<file path="config.mk">
export PLATFORM = sky130hd
export DESIGN_NAME = mem_write
export DESIGN_NICKNAME = d
export VERILOG_FILES = /design/src/rtl/mem_write.sv
export SDC_FILE = /design/constraint.sdc
export NUM_CORES = 1
export LEC_CHECK = 0
export BUFFER_PORTS_ARGS = -buffer_cell sky130_fd_sc_hd__buf_2
export CAP_MARGIN = 20
export CORE_MARGIN = 5
export CORE_UTILIZATION = 45
export CTS_BUF_LIST = sky130_fd_sc_hd__clkbuf_16
export CTS_CLUSTER_SIZE = 14
export DETAILED_ROUTE_END_ITERATION = 12
export PLACE_DENSITY = 0.68
export SYNTH_ARGS = -nofsm -noshare
export SYNTH_HDL_FRONTEND = slang
export SYNTH_SLANG_ARGS = --single-unit
</file>
<file path="constraint.sdc">
create_clock -name clk -period 2.7 [get_ports clk]
set_input_delay 0.135 -clock clk [delete_from_list [all_inputs] [get_ports clk]]
set_output_delay 0.135 -clock clk [all_outputs]
set_load 0.05 [all_outputs]
</file>
<file path="src/rtl/mem_write.sv">
`default_nettype none
// ============================================================================
// Module   : mem_write
// Purpose  : Streams one N-coefficient polynomial from a dual-port BRAM as
//            N/2 packed 64-bit AXI-stream beats, credit-checked against a
//            small output buffer so any downstream backpressure is tolerated.
// Options  : `define CENTERED_OUT_EN -> signed centred output, one extra stage.
// Revision : 1.0 - initial release
// ============================================================================
module mem_write #(
    parameter int Q      = 8380417,
    parameter int N      = 256,
    parameter int RD_LAT = 1,
    parameter int BUF_D  = 4
) (
    input  logic                   clk,
    input  logic                   rst_n,
    input  logic                   module_start,
    input  logic                   write_working,
    output logic                   coef_ena,
    output logic [$clog2(N)-1:0]   coef_addra,
    input  logic [$clog2(Q)-1:0]   coef_douta,
    output logic                   coef_enb,
    output logic [$clog2(N)-1:0]   coef_addrb,
    input  logic [$clog2(Q)-1:0]   coef_doutb,
    output logic                   Wm_tvalid,
    input  logic                   Wm_tready,
    output logic [63:0]            Wm_tdata,
    output logic                   Wm_tlast,
    output logic                   module_done
);

    localparam int CWID  = $clog2(Q);
    localparam int AW    = $clog2(N);
    localparam int BEATS = N / 2;
    localparam int BW    = $clog2(BEATS);
    localparam int PW    = $clog2(BUF_D);
    localparam int OW    = PW + 1;
`ifdef CENTERED_OUT_EN
    localparam int PIPE  = RD_LAT + 1;
`else
    localparam int PIPE  = RD_LAT;
`endif

    typedef enum logic [1:0] {
        S_IDLE  = 2'd0,
        S_RUN   = 2'd1,
        S_DRAIN = 2'd2,
        S_DONE  = 2'd3
    } state_t;

    state_t            state;
    state_t            state_nxt;
    logic [AW-1:0]     rd_idx;
    logic [BW-1:0]     beat_cnt;
    logic [PIPE-1:0]   vld_sr;
    logic [OW-1:0]     inflight;
    logic [OW-1:0]     occ;
    logic [PW-1:0]     wr_ptr;
    logic [PW-1:0]     rd_ptr;
    logic [63:0]       buf_mem [BUF_D];
    logic [63:0]       push_data;

    logic              has_credit;
    logic              issue;
    logic              last_issue;
    logic              push;
    logic              pop;
    logic              last_pop;

    // Reads already in flight hold a reserved slot, so a capture always finds room.
    assign has_credit = ({1'b0, occ} + {1'b0, inflight}) < (OW + 1)'(BUF_D);
    assign issue      = (state == S_RUN) && write_working && !module_start && has_credit;
    assign last_issue = issue && (rd_idx == AW'(N - 2));
    assign push       = vld_sr[PIPE-1];
    assign pop        = Wm_tvalid && Wm_tready;
    assign last_pop   = pop && (beat_cnt == BW'(BEATS - 1));

    assign coef_ena   = issue;
    assign coef_enb   = issue;
    assign coef_addra = issue ? rd_idx : '0;
    assign coef_addrb = issue ? (rd_idx + AW'(1)) : '0;

    assign Wm_tvalid   = (occ != '0);
    assign Wm_tdata    = Wm_tvalid ? buf_mem[rd_ptr] : '0;
    assign Wm_tlast    = Wm_tvalid && (beat_cnt == BW'(BEATS - 1));
    assign module_done = (state == S_DONE);

`ifdef CENTERED_OUT_EN
    function automatic logic [31:0] center(input logic [CWID-1:0] c);
        logic [31:0] c32;
        c32 = 32'(c);
        if (c32 > 32'((Q - 1) / 2))
            center = c32 - 32'(Q);
        else
            center = c32;
    endfunction

    logic [63:0] cen_data;

    always_ff @(posedge clk or negedge rst_n) begin
        if (!rst_n)
            cen_data <= '0;
        else if (vld_sr[RD_LAT-1])
            cen_data <= {center(coef_doutb), center(coef_douta)};
    end

    assign push_data = cen_data;
`else
    assign push_data = {32'(coef_doutb), 32'(coef_douta)};
`endif

    always_ff @(posedge clk or negedge rst_n) begin
        if (!rst_n)
            state <= S_IDLE;
        else
            state <= state_nxt;
    end

    always_comb begin
        state_nxt = state;
        if (module_start) begin
            state_nxt = S_RUN;
        end else begin
            case (state)
                S_IDLE:  state_nxt = S_IDLE;
                S_RUN:   if (last_issue) state_nxt = S_DRAIN;
                S_DRAIN: if (last_pop)   state_nxt = S_DONE;
                S_DONE:  state_nxt = S_IDLE;
                default: state_nxt = S_IDLE;
            endcase
        end
    end

    generate
        if (PIPE == 1) begin : g_sr_single
            always_ff @(posedge clk or negedge rst_n) begin
                if (!rst_n)
                    vld_sr <= '0;
                else if (module_start)
                    vld_sr <= '0;
                else
                    vld_sr <= issue;
            end
        end else begin : g_sr_multi
            always_ff @(posedge clk or negedge rst_n) begin
                if (!rst_n)
                    vld_sr <= '0;
                else if (module_start)
                    vld_sr <= '0;
                else
                    vld_sr <= {vld_sr[PIPE-2:0], issue};
            end
        end
    endgenerate

    always_ff @(posedge clk or negedge rst_n) begin
        if (!rst_n) begin
            rd_idx   <= '0;
            beat_cnt <= '0;
            inflight <= '0;
            occ      <= '0;
            wr_ptr   <= '0;
            rd_ptr   <= '0;
        end else if (module_start) begin
            rd_idx   <= '0;
            beat_cnt <= '0;
            inflight <= '0;
            occ      <= '0;
            wr_ptr   <= '0;
            rd_ptr   <= '0;
        end else begin
            if (issue)
                rd_idx <= last_issue ? '0 : rd_idx + AW'(2);

            case ({issue, push})
                2'b10:   inflight <= inflight + OW'(1);
                2'b01:   inflight <= inflight - OW'(1);
                default: inflight <= inflight;
            endcase

            case ({push, pop})
                2'b10:   occ <= occ + OW'(1);
                2'b01:   occ <= occ - OW'(1);
                default: occ <= occ;
            endcase

            if (push)
                wr_ptr <= wr_ptr + PW'(1);

            if (pop) begin
                rd_ptr   <= rd_ptr + PW'(1);
                beat_cnt <= last_pop ? '0 : beat_cnt + BW'(1);
            end
        end
    end

    always_ff @(posedge clk) begin
        if (push && !module_start)
            buf_mem[wr_ptr] <= push_data;
    end

    a_no_overflow: assert property (@(posedge clk) disable iff (!rst_n)
        (push && !pop) |-> (occ < OW'(BUF_D)));

    a_axi_hold: assert property (@(posedge clk) disable iff (!rst_n)
        (Wm_tvalid && !Wm_tready && !module_start) |=> (Wm_tvalid && $stable(Wm_tdata)));

endmodule
`default_nettype wire

</file>
### Yosys cells after proc, flatten, opt, wreduce, memory -nomap -nowiden

Memory sizes are Yosys's and may differ from the RTL's.
Index checks and enable logic that the tools add are counted.

| storage, ports and cells | value |
|---|---|
| register bits after elaboration | 28 |
| bits in writable memories | 184 |
| input bits | 51 |
| output and inout bits | 85 |
| word-level logic and storage cells | 73 |
| memories | 1 |

Memory list:

| name | words | bits a word | read ports | clocked after memory_dff | write ports | line | RTL |
|---|---|---|---|---|---|---|---|
| buf_mem | 4 | 46 | 1 | 0 | 1 | 61 | `logic [63:0] buf_mem [BUF_D];` |

| operators by class | value |
|---|---|
| add/subtract/negate cells | 10 |
| order comparisons | 1 |
| eq/ne operators | 11 |
| multiplexer cells | 24 |
| reductions and logical operators | 18 |

Operators by type and width:

| kind | number |
|---|---|
| 64-bit two-way mux | 1 |
| 8-bit two-way mux | 5 |
| 7-bit two-way mux | 3 |
| 2-bit two-way mux | 7 |
| 3-bit case mux with 2 select lines | 2 |
| 3-bit nonzero test | 3 |
| 8-bit by 1-bit adder with 8-bit output, second input constant | 1 |
| 8-bit by 2-bit adder with 8-bit output, second input constant | 1 |
| 2-bit equality test, second input constant | 4 |
| 8-bit equality test, second input constant | 1 |
| 1-bit logical AND | 8 |
| 7-bit by 1-bit adder with 7-bit output, second input constant | 1 |
| 7-bit equality test, second input constant | 1 |
| 3-bit by 1-bit adder with 3-bit output, second input constant | 2 |
| 2-bit by 1-bit equality test with 1-bit output, second input constant | 3 |
| 3-bit two-way mux | 2 |
| 3-bit != test, second input constant | 2 |
| 2-bit case mux with 3 select lines | 1 |
| 2-bit nonzero test | 3 |
| 3-bit by 1-bit subtractor with 3-bit output, second input constant | 2 |
| 2-bit by 1-bit adder with 2-bit output, second input constant | 2 |
| 3-bit by 3-bit adder with 4-bit output | 1 |
| 4-bit by 3-bit < comparator with 1-bit output, second input constant | 1 |
| 1-bit two-way mux | 3 |
| 4 further kinds | 4 |

### Logic depth before layout (Yosys ltp)

Gate-level depths: netlist (run 1).

| depth | value |
|---|---|
| depth in word-level cells | 8 |
| mapped depth | 10 |
| depth with buffers taken out | 8 |

### Least setup slack after synthesis (run 1)

OpenSTA, ideal clock, no wires.

| timing path | value |
|---|---|
| path type | register to output |
| from | reg occ[2] |
| to | out coef_addrb[4] |
| arrival | 2.665 ns |
| data required time | 2.565 ns |
| path slack | -0.100 ns |
| cell stages (with the launch flop) | 8 |
| buffers on the path | 3 |
| path through | dfrtp_1 -> ha_1 -> nor3_2 -> and4_4 -> buf_6 -> clkbuf_1 -> and2_1 -> buf_4 |

| on the way | value |
|---|---|
| cells in the longest elaborated chain, start to end | 4 |

RTL lines:

| what | line | RTL |
|---|---|---|
| start: declaration | 58 | `logic [OW-1:0] occ;` |
| start signal: assignment | 183 | `2'b10: occ <= occ + OW'(1);` |
| start signal: assignment | 184 | `2'b01: occ <= occ - OW'(1);` |
| 3-bit by 3-bit adder with 4-bit output | 72 | `assign has_credit = ({1'b0, occ} + {1'b0, inflight}) < (OW + 1)'(BUF_D);` |
| 4-bit by 3-bit < comparator with 1-bit output | 72 |  |
| 1-bit logical AND | 73 | `assign issue = (state == S_RUN) && write_working && !module_start && has_credit;` |
| net coef_ena | 20 | `output logic coef_ena,` |
| 8-bit two-way mux | 82 | `assign coef_addrb = issue ? (rd_idx + AW'(1)) : '0;` |
| end: declaration | 24 | `output logic [$clog2(N)-1:0] coef_addrb,` |

The timed path passes the listed nets, and every way through them passes these cells.

### Worst setup path in the final report (run 1)

| timing path | value |
|---|---|
| from | reg occ[2] |
| to | out coef_addrb[1] |

| on the way | value |
|---|---|
| cells in the longest elaborated chain, start to end | 4 |

RTL lines:

| what | line |
|---|---|
| 3-bit by 3-bit adder with 4-bit output | 72 |
| 4-bit by 3-bit < comparator with 1-bit output | 72 |
| 1-bit logical AND | 73 |
| 8-bit two-way mux | 82 |

No other way between the ends.

==> results.toml, run 1 <==
[clock_tree]
clkTransAtPathRegs_ps = 60
cts_buffer_depth = 3
cts_tree = "yes"
clockRootBuffer = "clkbuf_16"
cts_setup_buffers = 0
clock-sinks = 211
clk_latency_ps = 500
cts-buffers-inserted = 23
cts-htree-levels = 1

[sta]
final.min_clock_period_ps = 2589
grt_setup_unrepaired = "no"
fmax_mhz = 386.2
slew_violations = 0
tns_ps = 0
tightest_slew_ps = 635.0
fin_crit_sh = 0.9590
setup_violations = 0
setup_slack_ps = 110.7
finalHoldViolations = 0
finalClockSkew_ps = 5.399
slew_headroom = 0.5767

[synth]
synth_edf_count = 184
synth.distinct_cells = 44
synth_xor_area_frac = 0.01198
ys_async_sr_fraction = 0.1280
postSynthAreaPerCell_um2 = 17.77
ys_seq_area_frac = 0.7066
synth_warnings = 0
synth-compound-area-share = 0.01668
synth_top_family_by_area = "multiplexers"
synthMuxAreaShare = 0.1228
ys_ff_latch = 211
yosys.area_share.simple = 0.08440
synth_cells = 494
synth_adder_area_share = 0.02167
syn_area_um2 = 8776
synth_flop_cell = "edfxtp_1"

[floorplanning]
core_region_area_um2 = 19330
die_height_um = 149.7
initial_core_util = 0.4539
rows = 51
dieArea_um2 = 22400
io_pins = 136
die_w_um = 149.7

[detailed_routing]
drc = 0
first_pass_iters = 4
num_vias = 4776
ant_nets = 0
viasPerCell = 5.038
wire_per_inst_um = 17.89
wl_mm = 16.96
drt-initial-drc-count = 285

[power]
switchingPower_mw = 4.248
p_per_area_nw_per_um2 = 1049
static-leakage-power_nw = 4.043
p_sw_frac = 0.3676
internal-power_mw = 7.307
seqPwrFrac = 0.342
power_mw = 11.56
combPwrFrac = 0.358
pwr-share-clk = 0.300
ir_drop_mv = 1.136

[global_route]
grt_pass1_wl_mm = 26.99
antenna_found_initial = 0
grt_max_degree = 50
globalRouteOverflowTotal = 0
track_usage = 0.1529
grt_pass1_vias = 4996

[worst_setup_path]
critPathMaxFanout = 27
reg2reg_depth = 8
arrival_ps = 2450
r2r_start = "occ[2]$_DFFE_PN0P_"
crit_path_end = "coef_addrb[1]"
end_kind = "primary output"
startpoint_type = "flop"
cp_slowest_stage_delay_ps = 440
regToRegEndpoint = "inflight[2]$_DFFE_PN0P_"
cp_cell_sequence = "ha_1 > nor3_2 > and4_4 > buf_4 > and2_1 > buf_2"
cp.required_ps = 2570
slowest_stage = "dfrtp_1"
cp-startpoint = "occ[2]$_DFFE_PN0P_"
ff2ff_setup_slack_ps = 230
crit_type = "flop to primary output"

[layout]
final_layout_size_suffix_gt1_frac = 0.3367
final_cells = 948
syn_to_final_growth_pct = 25.55
nNetsFinal = 731
final_area_um2 = 11020
diodes = 0

[placement]
dp.cells = 858
io_buffers = 116
gp_congestion = 0.7516
place_area_um2 = 9676
dp_hpwl_mm = 9.879
preCtsSetupSlack_ps = 267.4

[run_status]
outcome = "completed"

[hold_path]
hp-class = "input port to flop"

[run]
cap_violations = 0
[power by group through the flow]
stage	combinational, mW	clock [mW]	sequential (mW)
4_1_cts	4.21	3.55	3.96
6_report	4.14	3.47	3.95
5_1_grt	4.40	3.71	3.99
2_1_floorplan	3.26	0	3.88
3_3_place_gp	4.10	0	4.02
3_5_place_dp	4.13	0	4.03
[layer usage]
layer	track usage	vias to the layer above	wire length, um
met5	0	-	0
met4	0.03294	0	256
met3	0.03119	21	1038
met2	0.2633	140	8591
met1	0.2031	2420	7073
li1	-	2195	-
[sequential cells by signal, summed over array words and instances (netlist names)]
signal / count
rd_idx: 7
buf_mem: 184
state: 2
rd_ptr: 2
inflight: 3
occ: 3
wr_ptr: 2
beat_cnt: 7
push: 1
[logic make-up after synthesis]
group                    count (synthesis)
flip-flops                             211
AND/OR/NAND/NOR                        131
buffers and inverters                   53
multiplexers                            50
AO/OA/AOI/OAI                           22
adder cells (fa/ha/maj)                 14
XOR/XNOR                                12
other                                    1
[metrics by stage]
step / utilization / hold slack (ps)
floorplan: - / -160.6
global placement: 0.5004 / 189.9
detailed placement: 0.5004 / 195.5
CTS: 0.5697 / 69.75
global route: 0.5699 / 99.10
finish: 0.5699 / 101.9
[synth_stat cells (all sizes together), types with 2 or more instances]
| cell type | instances | area [um2] |
|---|---|---|
| xor2 | 9 | 78.83 |
| a21o | 2 | 15.01 |
| o21ai | 3 | 18.76 |
| buf | 37 | 251.5 |
| nand2b | 2 | 12.51 |
| nor2 | 24 | 90.09 |
| and2 | 15 | 93.84 |
| nand3 | 12 | 65.06 |
| a311oi | 3 | 26.28 |
| ha | 12 | 150.1 |
| nand2 | 9 | 33.78 |
| or2 | 2 | 12.51 |
| xnor2 | 3 | 26.28 |
| nor3 | 6 | 35.03 |
| edfxtp | 184 | 5525 |
| dfrtp | 27 | 675.7 |
| inv | 5 | 18.77 |
| fa | 2 | 40.04 |
| mux2i | 3 | 30.03 |
| nand4 | 3 | 18.77 |
| clkbuf | 11 | 41.29 |
| and4 | 4 | 37.54 |
| nor2b | 50 | 312.8 |
| a21oi | 10 | 53.80 |
| mux4 | 46 | 1036 |
[worst min path at each step]
| stage | start | end | slack (ps) | cells after the start |
|---|---|---|---|---|
| after floorplan | rst_n | beat_cnt[0]$_DFFE_PN0P_ | -160 | 0 |
| after global placement | rst_n | inflight[0]$_DFFE_PN0P_ | 190 | 1 |
| after detailed placement | rst_n | state[0]$_DFFE_PN0P_ | 200 | 1 |
| after CTS | write_working | push$_DFF_PN0_ | 70 | 3 |
| after global routing | write_working | push$_DFF_PN0_ | 100 | 3 |
| final | write_working | push$_DFF_PN0_ | 100 | 3 |
[repair_timing]
item	in CTS	in global routing
hold buffers	48	0
resized for setup	0	1
endpoints found under the setup margin	0	1
hold endpoints to repair	212	0
[critical path, delay by kind of cell, from the launching register on]
kind                     cells  cell delay (ps)
AND/OR/NAND/NOR              3              690
buffers and inverters        2              510
flip-flops                   1              440
adder cells (fa/ha/maj)      1              310
[cell type report]
cell class              count  area (um2)
inverters                   5       18.77
clock inverters            19       284.0
repair buffers            177        1261
fillers                  1513        8317
clock buffers              23       575.6
flip-flops and latches    211        6206
multi-input cells         248        2341
well taps                 265       331.6
[placed cells by master, fill, tap and decap left out, drive strengths merged, types with 4 or more instances in the layout]
master / Yosys / routed
bufinv: 0 / 7
conb: 1 / 19
nand3: 12 / 12
a21oi: 10 / 10
dlygate4sd3: 0 / 48
and4: 4 / 4
mux4: 46 / 46
nand2: 9 / 9
clkinv: 0 / 6
xor2: 9 / 9
nor2: 24 / 24
nor2b: 50 / 50
edfxtp: 184 / 184
and2: 15 / 15
buf: 37 / 128
dfrtp: 27 / 27
clkbuf: 11 / 24
nor3: 6 / 6
inv: 5 / 6
clkinvlp: 0 / 5
ha: 12 / 12
No activity file was read; power rests on OpenSTA's default activity.
==> inputs of run 2 (changes only) <==
--- a/config.mk
+++ b/config.mk
@@ -10,9 +10,9 @@
 export CORE_MARGIN = 5
 export CORE_UTILIZATION = 45
 export CTS_BUF_LIST = sky130_fd_sc_hd__clkbuf_16
-export CTS_CLUSTER_SIZE = 14
+export CTS_CLUSTER_SIZE = 10
 export DETAILED_ROUTE_END_ITERATION = 12
-export PLACE_DENSITY = 0.68
+export PLACE_DENSITY = 0.78
 export SYNTH_ARGS = -nofsm -noshare
 export SYNTH_HDL_FRONTEND = slang
 export SYNTH_SLANG_ARGS = --single-unit
==> run 2 against run 1 <==
Effect of this change:
- power is 6.1% lower
- wire length is 2.6% higher
- non-clock buffer count is 2 lower
- worst hold slack worse by 69 ps
- sequential power is 2% lower
- register-to-register slack hardly changed
- design area is 2.1% lower
- final cell count is 1.3% lower
- sequential cell count stayed put
- clock power is 20% lower
- die area stayed put
- critical path depth stayed put
- critical path type unchanged
- largest power group unchanged
==> results.toml, run 2 (synthesis gave the netlist of run 1 again) <==
[run_status]
outcome = "completed"

[worst_setup_path]
arrival_ps = 2400
cp.required_ps = 2570
startpoint_type = "flop"
crit_type = "flop to primary output"
r2r_start = "occ[2]$_DFFE_PN0P_"
cp_slowest_stage_delay_ps = 420
reg2reg_depth = 8
end_kind = "primary output"
slowest_stage = "dfrtp_1"
regToRegEndpoint = "inflight[2]$_DFFE_PN0P_"
cp_cell_sequence = "ha_1 > nor3_4 > and4_4 > buf_4 > and2_1 > buf_2"
ff2ff_setup_slack_ps = 240
critPathMaxFanout = 27

[hold_path]
hold_depth = 3
hp-start = "module_start"
min_to = "push$_DFF_PN0_"
hp-class = "input port to flop"

[clock_tree]
cts_buffer_depth = 3
clock-sinks = 211
cts-htree-levels = 1
clkTransAtPathRegs_ps = 60
clockRootBuffer = "clkbuf_16"
clk_latency_ps = 500
cts_tree = "yes"
cts-buffers-inserted = 25
cts_setup_buffers = 0

[layout]
syn_to_final_growth_pct = 22.94
nNetsFinal = 731
largest_reg_flops = 184
layout_common_cells = "edfxtp_1 (184), buf_2 (114), nor2b_1 (50), dlygate4sd3_1 (47), mux4_2 (46)"
top_register = "buf_mem"
largest_registers = "buf_mem x184, beat_cnt x7, rd_idx x7"
final_layout_size_suffix_gt1_frac = 0.3189
final_cells = 936
final_area_um2 = 10790
diodes = 0
final_common_cell = "edfxtp_1"

[sta]
fin_crit_sh = 0.9381
setup_violations = 0
holdWs_ps = 33.36
setup_slack_ps = 167.1
slew_headroom = 0.5940
finalHoldViolations = 0
tightest_slew_ps = 608.9
fmax_mhz = 394.8
finalClockSkew_ps = 9.843
final.min_clock_period_ps = 2533
grt_setup_unrepaired = "no"
tns_ps = 0
slew_violations = 0

[run]
cap_violations = 0

[power]
ir_drop_mv = 0.9336
p_per_area_nw_per_um2 = 1005
static-leakage-power_nw = 3.961

[floorplanning]
die_w_um = 149.7
dieArea_um2 = 22400
rows = 51
core_region_area_um2 = 19330
die_height_um = 149.7
initial_core_util = 0.4539
io_pins = 136

[detailed_routing]
num_vias = 4779
drc = 0
drt-initial-drc-count = 228
viasPerCell = 5.106
wire_per_inst_um = 18.59
wl_mm = 17.40
ant_nets = 0
first_pass_iters = 4

[placement]
gp_congestion = 0.8169
dp_hpwl_mm = 10.41
preCtsSetupSlack_ps = 214.4
place_area_um2 = 9656
io_buffers = 116
dp.cells = 857

[global_route]
globalRouteOverflowTotal = 0
grt_max_degree = 50
grt_pass1_wl_mm = 28.12
grt_pass1_vias = 5214
track_usage = 0.1600
antenna_found_initial = 0
-- run 2: cell types whose count changed in the layout (fill, tap and decap cells not counted), sizes merged --
| cell | delta |
|---|---|
| bufinv | -7 |
| buf | -2 |
| dlygate4sd3 | -1 |
| inv | +4 |
| clkinvlp | -5 |
| clkinv | -4 |
| clkbuf | +3 |
-- run 2: timing repair --
action,4_1_cts,5_1_grt
resized for setup,0,3
hold endpoints to repair,211,0
setup endpoints to repair,0,12
hold buffers,47,0
-- run 2: final cells by class --
| class | instances | area [um2] |
|---|---|---|
| flip-flops and latches | 211 | 6206 |
| clock inverters | 7 | 26.28 |
| clock buffers | 25 | 625.6 |
| fillers | 1510 | 8546 |
| repair buffers | 175 | 1234 |
| multi-input cells | 248 | 2347 |
| inverters | 5 | 18.77 |
| well taps | 265 | 331.6 |
-- run 2: per-layer routing --
metal,track usage,part of all wire,vias up
met4,0.04071,0.017,0
li1,-,-,2183
met2,0.2857,0.53,170
met3,0.04088,0.077,28
met5,0,0,-
met1,0.1948,0.38,2398
-- run 2: metrics by stage --
stage | power, mW | util
6_report | 10.85 | 0.5580
3_3_place_gp | 8.058 | 0.4994
4_1_cts | 10.97 | 0.5574
3_5_place_dp | 8.137 | 0.4994
5_1_grt | 11.38 | 0.5580
2_1_floorplan | 7.142 | -
-- run 2: critical path: cells and delay by family, from the launching register on --
kind,cells,cell delay (ps)
simple gates,3,650
buf+inv,2,500
flops,1,420
fa+ha+maj,1,330
-- run 2: where the power goes --
group | internal (mW) | total [mW] | leakage, nW | switching [mW]
Combinational | 1.31 | 4.22 | 1.60 | 2.90
Clock | 1.63 | 2.76 | 0.338 | 1.13
Sequential | 3.74 | 3.87 | 2.02 | 0.139
Total | 6.67 | 10.8 | 3.96 | 4.17
-- run 2: worst max path at each step --
| stage | from | end | slack, ps | cells after the start |
|---|---|---|---|---|
| after floorplan | occ[2]$_DFFE_PN0P_ | inflight[2]$_DFFE_PN0P_ | 100 | 10 |
| after global placement | occ[2]$_DFFE_PN0P_ | inflight[2]$_DFFE_PN0P_ | 340 | 8 |
| after detailed placement | occ[2]$_DFFE_PN0P_ | inflight[2]$_DFFE_PN0P_ | 210 | 8 |
| after CTS | occ[2]$_DFFE_PN0P_ | coef_addrb[1] | 110 | 6 |
| after global routing | occ[2]$_DFFE_PN0P_ | coef_addrb[1] | 4 | 6 |
| final | occ[2]$_DFFE_PN0P_ | coef_addrb[1] | 170 | 6 |
